### src/rtl/reg_read_pkg.sv
// Shared constants, field layout and helpers for the register read stage.
// Packets are indexed by the LSB constants below; the branch mask sits in the top bits.
package reg_read_pkg;
    localparam int ISSUE_WIDTH  = 4;
    localparam int PACKET_W     = 128;
    localparam int PHYS_LOG     = 7;
    localparam int DATA_W       = 32;
    localparam int CHECKPOINTS  = 8;
    localparam int CKPT_LOG     = $clog2(CHECKPOINTS);
    localparam int BYPASS_PORTS = 4;

    localparam int MASK_LSB     = PACKET_W - CHECKPOINTS;
    localparam int MASK_W       = CHECKPOINTS;
    localparam int SRC1_LSB     = 40;
    localparam int SRC2_LSB     = 47;
    localparam int DEST_LSB     = 33;
    localparam int OPCODE_LSB   = 0;
    localparam int OPCODE_W     = 8;

    typedef logic [CHECKPOINTS-1:0] mask_t;
    typedef logic [PHYS_LOG-1:0]    tag_t;
    typedef logic [DATA_W-1:0]      data_t;

    function automatic mask_t mask_clear(input mask_t mask, input logic [CKPT_LOG-1:0] id);
        mask_t m;
        m     = mask;
        m[id] = 1'b0;
        return m;
    endfunction
endpackage

### src/rtl/reg_read_stage_operand_bypass_mux.sv
// Per-source operand select: the lowest-numbered writeback port whose tag matches
// wins over the register file read data.
module operand_bypass_mux
    import reg_read_pkg::*;
(
    input  logic [PHYS_LOG-1:0]              tag,
    input  logic [DATA_W-1:0]                prf_data,
    input  logic [BYPASS_PORTS-1:0]          byp_valid,
    input  logic [BYPASS_PORTS*PHYS_LOG-1:0] byp_tag,
    input  logic [BYPASS_PORTS*DATA_W-1:0]   byp_data,
    output logic [DATA_W-1:0]                operand
);
    logic hit;

    always_comb begin
        operand = prf_data;
        hit     = 1'b0;
        for (int p = 0; p < BYPASS_PORTS; p++) begin
            if (!hit && byp_valid[p] && (byp_tag[p*PHYS_LOG +: PHYS_LOG] == tag)) begin
                operand = byp_data[p*DATA_W +: DATA_W];
                hit     = 1'b1;
            end
        end
    end
endmodule

### src/rtl/reg_read_stage.sv
// Register read stage: PRF address generation, bypass override, squash and
// branch-mask maintenance, and the one-cycle flop bank toward execute.
module reg_read_stage
    import reg_read_pkg::*;
(
    input  logic                                clk,
    input  logic                                reset,
    input  logic [ISSUE_WIDTH-1:0]              grantedValid_i,
    input  logic [ISSUE_WIDTH*PACKET_W-1:0]     grantedPacket_i,
    output logic [2*ISSUE_WIDTH*PHYS_LOG-1:0]   prfAddr_o,
    input  logic [2*ISSUE_WIDTH*DATA_W-1:0]     prfData_i,
    input  logic [BYPASS_PORTS-1:0]             bypValid_i,
    input  logic [BYPASS_PORTS*PHYS_LOG-1:0]    bypTag_i,
    input  logic [BYPASS_PORTS*DATA_W-1:0]      bypData_i,
    input  logic                                ctrlVerified_i,
    input  logic                                ctrlMispredict_i,
    input  logic [CKPT_LOG-1:0]                 ctrlCkpt_i,
    input  logic                                flush_i,
    output logic [ISSUE_WIDTH-1:0]              rrValid_o,
    output logic [ISSUE_WIDTH*PACKET_W-1:0]     rrPacket_o,
    output logic [ISSUE_WIDTH*DATA_W-1:0]       rrOpA_o,
    output logic [ISSUE_WIDTH*DATA_W-1:0]       rrOpB_o
);
    logic mispredict;
    logic verify_ok;

    assign mispredict = ctrlVerified_i & ctrlMispredict_i;
    assign verify_ok  = ctrlVerified_i & ~ctrlMispredict_i;

    genvar gi;
    generate
        for (gi = 0; gi < ISSUE_WIDTH; gi++) begin : g_lane
            logic [PACKET_W-1:0] pkt_in;
            logic [PHYS_LOG-1:0] src1_tag;
            logic [PHYS_LOG-1:0] src2_tag;
            logic [MASK_W-1:0]   mask_in;
            logic [MASK_W-1:0]   mask_held;
            logic [DATA_W-1:0]   op_a_sel;
            logic [DATA_W-1:0]   op_b_sel;
            logic                kill;

            logic                valid_reg;
            logic [PACKET_W-1:0] pkt_reg;
            logic [PACKET_W-1:0] pkt_next;
            logic [DATA_W-1:0]   op_a_reg;
            logic [DATA_W-1:0]   op_b_reg;

            assign pkt_in    = grantedPacket_i[gi*PACKET_W +: PACKET_W];
            assign src1_tag  = pkt_in[SRC1_LSB +: PHYS_LOG];
            assign src2_tag  = pkt_in[SRC2_LSB +: PHYS_LOG];
            assign mask_in   = pkt_in[MASK_LSB +: MASK_W];
            assign mask_held = pkt_reg[MASK_LSB +: MASK_W];

            // Addresses go out regardless of lane valid so the PRF read never waits on issue.
            assign prfAddr_o[gi*2*PHYS_LOG +: 2*PHYS_LOG] = {src2_tag, src1_tag};

            operand_bypass_mux u_byp_a (
                .tag       (src1_tag),
                .prf_data  (prfData_i[(2*gi)*DATA_W +: DATA_W]),
                .byp_valid (bypValid_i),
                .byp_tag   (bypTag_i),
                .byp_data  (bypData_i),
                .operand   (op_a_sel)
            );

            operand_bypass_mux u_byp_b (
                .tag       (src2_tag),
                .prf_data  (prfData_i[(2*gi+1)*DATA_W +: DATA_W]),
                .byp_valid (bypValid_i),
                .byp_tag   (bypTag_i),
                .byp_data  (bypData_i),
                .operand   (op_b_sel)
            );

            assign kill = flush_i | (mispredict & mask_in[ctrlCkpt_i]);

            // A correct resolution frees its checkpoint in whatever packet the lane ends up holding.
            always_comb begin
                pkt_next = pkt_reg;
                if (grantedValid_i[gi]) begin
                    pkt_next = pkt_in;
                    if (verify_ok) pkt_next[MASK_LSB +: MASK_W] = mask_clear(mask_in, ctrlCkpt_i);
                end else if (verify_ok) begin
                    pkt_next[MASK_LSB +: MASK_W] = mask_clear(mask_held, ctrlCkpt_i);
                end
            end

            // Valid never outlives the grant, so held lanes drop out on flush/mispredict for free.
            always_ff @(posedge clk or negedge reset) begin
                if (!reset) begin
                    valid_reg <= 1'b0;
                    pkt_reg   <= '0;
                    op_a_reg  <= '0;
                    op_b_reg  <= '0;
                end else begin
                    valid_reg <= grantedValid_i[gi] & ~kill;
                    pkt_reg   <= pkt_next;
                    if (grantedValid_i[gi]) begin
                        op_a_reg <= op_a_sel;
                        op_b_reg <= op_b_sel;
                    end
                end
            end

            assign rrValid_o[gi]                      = valid_reg;
            assign rrPacket_o[gi*PACKET_W +: PACKET_W] = pkt_reg;
            assign rrOpA_o[gi*DATA_W +: DATA_W]        = op_a_reg;
            assign rrOpB_o[gi*DATA_W +: DATA_W]        = op_b_reg;
        end
    endgenerate
endmodule

### config.mk
export PLATFORM = sky130hd
export DESIGN_NAME = reg_read_stage
export DESIGN_NICKNAME = d
export VERILOG_FILES = /design/src/rtl/reg_read_pkg.sv /design/src/rtl/reg_read_stage_operand_bypass_mux.sv /design/src/rtl/reg_read_stage.sv
export SDC_FILE = /design/constraint.sdc
export NUM_CORES = 2
export LEC_CHECK = 0
export BUFFER_PORTS_ARGS = -buffer_cell sky130_fd_sc_hd__buf_2
export CORE_AREA = 2 2 679 681
export DETAILED_ROUTE_END_ITERATION = 6
export DIE_AREA = 0 0 681 683
export PLACE_DENSITY = 0.3
export SETUP_SLACK_MARGIN = 0.5
export SLEW_MARGIN = 5
export SYNTH_ARGS = -nofsm -noshare
export SYNTH_HDL_FRONTEND = slang
export SYNTH_SLANG_ARGS = --single-unit
### constraint.sdc
create_clock -name clk -period 0.8 [get_ports clk]
set_input_delay 0 -clock clk [delete_from_list [all_inputs] [get_ports clk]]
set_output_delay 0 -clock clk [all_outputs]
set_load 0.005 [all_outputs]
==> summary.txt <==
Status
  – Status: finished with violations
  – Failing checks: DRC, hold timing, setup timing

Logic synthesis
  – Sequential fraction of the synthesis area: 0.453
  – Syn Inst Count: 4327
  – Post-synth EDFFs: 0
  – Syn avg cell area: 9.87 sq um
  – Ys async rst share: 1.00
  – Top-area cell type share of the netlist area: 0.453
  – Post-synthesis cell area: 42700 sq um
  – Most frequent cells after synthesis: 772 x dfrtp_1, 680 x nand2_1, 481 x mux2_2
  – Synth Warn #: 0
  – Cell with the most instances after synthesis: dfrtp_1
  – Largest cells by area after synthesis: dfrtp_1 45%, mux2_2 13%, nand2_1 6.0%
  – Seq cells post-synth: 772
  – Distinct cells, synth: 52
  – Top_reg_cell synth: dfrtp_1
  – Post-Syn Nets: about 5300
  – Largest area contributor in the netlist: dfrtp_1

Route
  – Iter 0 DRT Violations: 4203
  – WL final: slightly above 500 mm
  – Via count: 53700
  – Drt drc: 1
  – Drt pass-1 iters: 7
  – Antenna-violating nets left: 0
  – Drt wl/cell: 35.2 microns
  – Vias per cell: between 3 and 4

Worst setup path
  – Critical path's most frequent cell: buf_6
  – Top delay family on crit path: flip-flops
  – Crit path from: g_lane[0].pkt_reg[76]
  – Reg2Reg Depth: 3
  – CP max stage delay: around 0.46 ns
  – Cells along the critical path: buf_6 -> buf_6
  – Reg-to-reg endpoint: g_lane[1].pkt_reg[38]
  – Critical path endpoint: rrPacket_o[76]
  – Critical path fanouts, max: 2
  – Crit Path Class: register to output port
  – Critical path depth in cells: 2
  – R2r startpoint: g_lane[1].pkt_reg[38]
  – CP arrival: 1.68 ns
  – R2R setup slack: -0.24 ns
  – Crit. End Element: output port
  – CP bufs+invs: 2
  – CP required: approximately 0.80 ns
  – Crit start category: register
  – Slowest stage cell, crit path: dfrtp_2

Pwr
  – Power Total: 0.153 W
  – Pwr Density: 1630 nW/um^2
  – Leak: around 43 nW
  – VDD IR max: between 0.0015 and 0.002 V

Finish
  – Final Non-Filler Cells: roughly 14000
  – Max reg flops: 512
  – Fin nets: between 9000 and 10000
  – Synth-to-Final Area Change: 121%
  – Layout cell share with drive strength beyond 1: 0.545
  – Fin area: roughly 94000 sq um

Floorplanning
  – Io pins: 1768
  – CORE AREA: 458000 sq um
  – Die H: 683 microns
  – Die area: approximately 470000 sq um
  – Row Count: 249
  – Starting density of the core: 0.0931
  – Die outline width: around 680 microns

Clock network
  – Clk_lat worst skew: 0.87 ns
  – CTS tree: yes
  – Clock sinks: 772
  – CTS buffer count: 120
  – Largest buffer count on any clock path: 4
  – Root Driver: clkbuf_16
  – Max H-tree Level: 3
  – CTS clock-pin slew for the worst setup and hold paths: 0.06 ns

Run
  – Max Cap Violations: 0

Place
  – Placed instance count: 12800
  – Buffers on Ports: 1767
  – Placed instance area: 69300 sq um
  – DP Wirelength: 408 mm
  – Gpl congestion: 0.995

STA
  – Fin crit share: 2.10
  – Crit path time final: 1.68 ns
  – RSZ-0062 raised after global routing: yes
  – Hold Slack: -0.890 ns
  – F_max: 0.594 GHz
  – Final worst slack: -0.883 ns
  – Worst-Margin Slew: ~0.8 ns
  – Final Hold Vio Count: 1478
  – Final Max Tran Viols: 0
  – Setup_tns: -732.67 ns
  – Final Setup Violations: ~1400
  – Clock skew: 0 ns
  – Max-slew headroom: 0.469

Global routing
  – GRT overflow: 0
  – Number of global-route vias before repair: 53300
  – Largest net degree at the start of global routing: 97
  – Gr usage total: 0.203
  – First-pass GRT wire length: approximately 610 mm
  – Initial antenna violation count: 274

Worst hold path
  – Hold Crit Class: input port to asynchronous set/reset pin
## power by group
| group | switching [W] | internal [W] |
|---|---|---|
| combinational | 0.0240 | 0.0262 |
| clock | 0.0235 | 0.0329 |
| sequential | 0.00358 | 0.0431 |
| total | 0.0511 | 0.102 |
## routing by layer
metal / GRT usage / up-vias / wire (microns)
met5: 0 / - / 336
met4: 0.0770 / 52 / 23900
met3: 0.0540 / 789 / 38100
met2: 0.333 / 2605 / 234000
met1: 0.252 / 27400 / 211000
li1: - / 22800 / -
## worst min path at each step
| stage | startpoint | end | cells after the start |
|---|---|---|---|
| 6_report | reset | g_lane[2].pkt_reg[89] | 2 |
| 5_1_grt | reset | g_lane[2].pkt_reg[69] | 2 |
| 4_1_cts | reset | g_lane[2].pkt_reg[60] | 2 |
| 3_5_place_dp | reset | g_lane[2].pkt_reg[113] | 2 |
| 3_3_place_gp | reset | g_lane[2].pkt_reg[113] | 2 |
| 2_1_floorplan | reset | g_lane[0].op_a_reg[0] | 0 |
## placed cells by master (no fill, tap or decap), types with 53 or more instances in the layout
cell type	Yosys	layout
nand2_2	0	99
buf_8	0	53
dlygate4sd3_1	0	743
buf_12	0	279
diode_2	0	88
buf_4	125	946
mux2_4	0	289
o21ai_0	224	189
clkbuf_16	0	148
mux2_2	481	192
a31oi_1	222	198
buf_6	7	1024
mux2i_1	227	211
xor2_1	109	98
nor2_1	385	370
and3_1	64	56
o311a_1	221	220
nand2_1	680	536
dfrtp_1	772	726
nand3_1	73	66
buf_2	89	1060
xnor2_1	115	99
## stage by stage
step,util,setup slack [ns]
after floorplan,-,-0.795
final,0.206,-0.883
after global routing,0.205,-0.954
after global placement,0.151,-1.96
after detailed placement,0.151,-2.00
after CTS,0.194,-1.01
## repair_timing
item                                   4_1_cts  5_1_grt
gates cloned                                17       32
hold buffers                               745        1
setup endpoints to repair                 1600     1633
setup buffers                              282      229
endpoints found under the hold margin     1544     1505
pin swaps                                   61      159
resized for setup                         1367      731
## final cells by class
cell class              instances  area, sq um
clock buffers                 178         3540
clock inverters                37          445
inverters                      34          128
fillers                     50600       364000
multi-input cells            2984        23500
repair buffers               4168        39300
diodes                         88          220
flip-flops and latches        772        19400
well taps                    6149         7690
## cells by family (layout without fill, tap and decap cells)
logic type / after synthesis / count (layout) / synth area share
xor gates and xnor gates: 224 / 224 / 0.0460
other: 0 / 88 / 0
DFF: 772 / 772 / 0.453
muxes: 712 / 712 / 0.182
and+or+nand+nor: 1296 / 1296 / 0.127
AOI/OAI and AO/OA: 752 / 752 / 0.127
buffers and inverters: 571 / 4417 / 0.0652
## worst register-to-register path, cell delays in order, from the launching register on
cell	delay, ns
dfrtp_1	0.40
buf_4	0.14
buf_4	0.12
mux2_4	0.26
(Power assumes the default switching activity.)
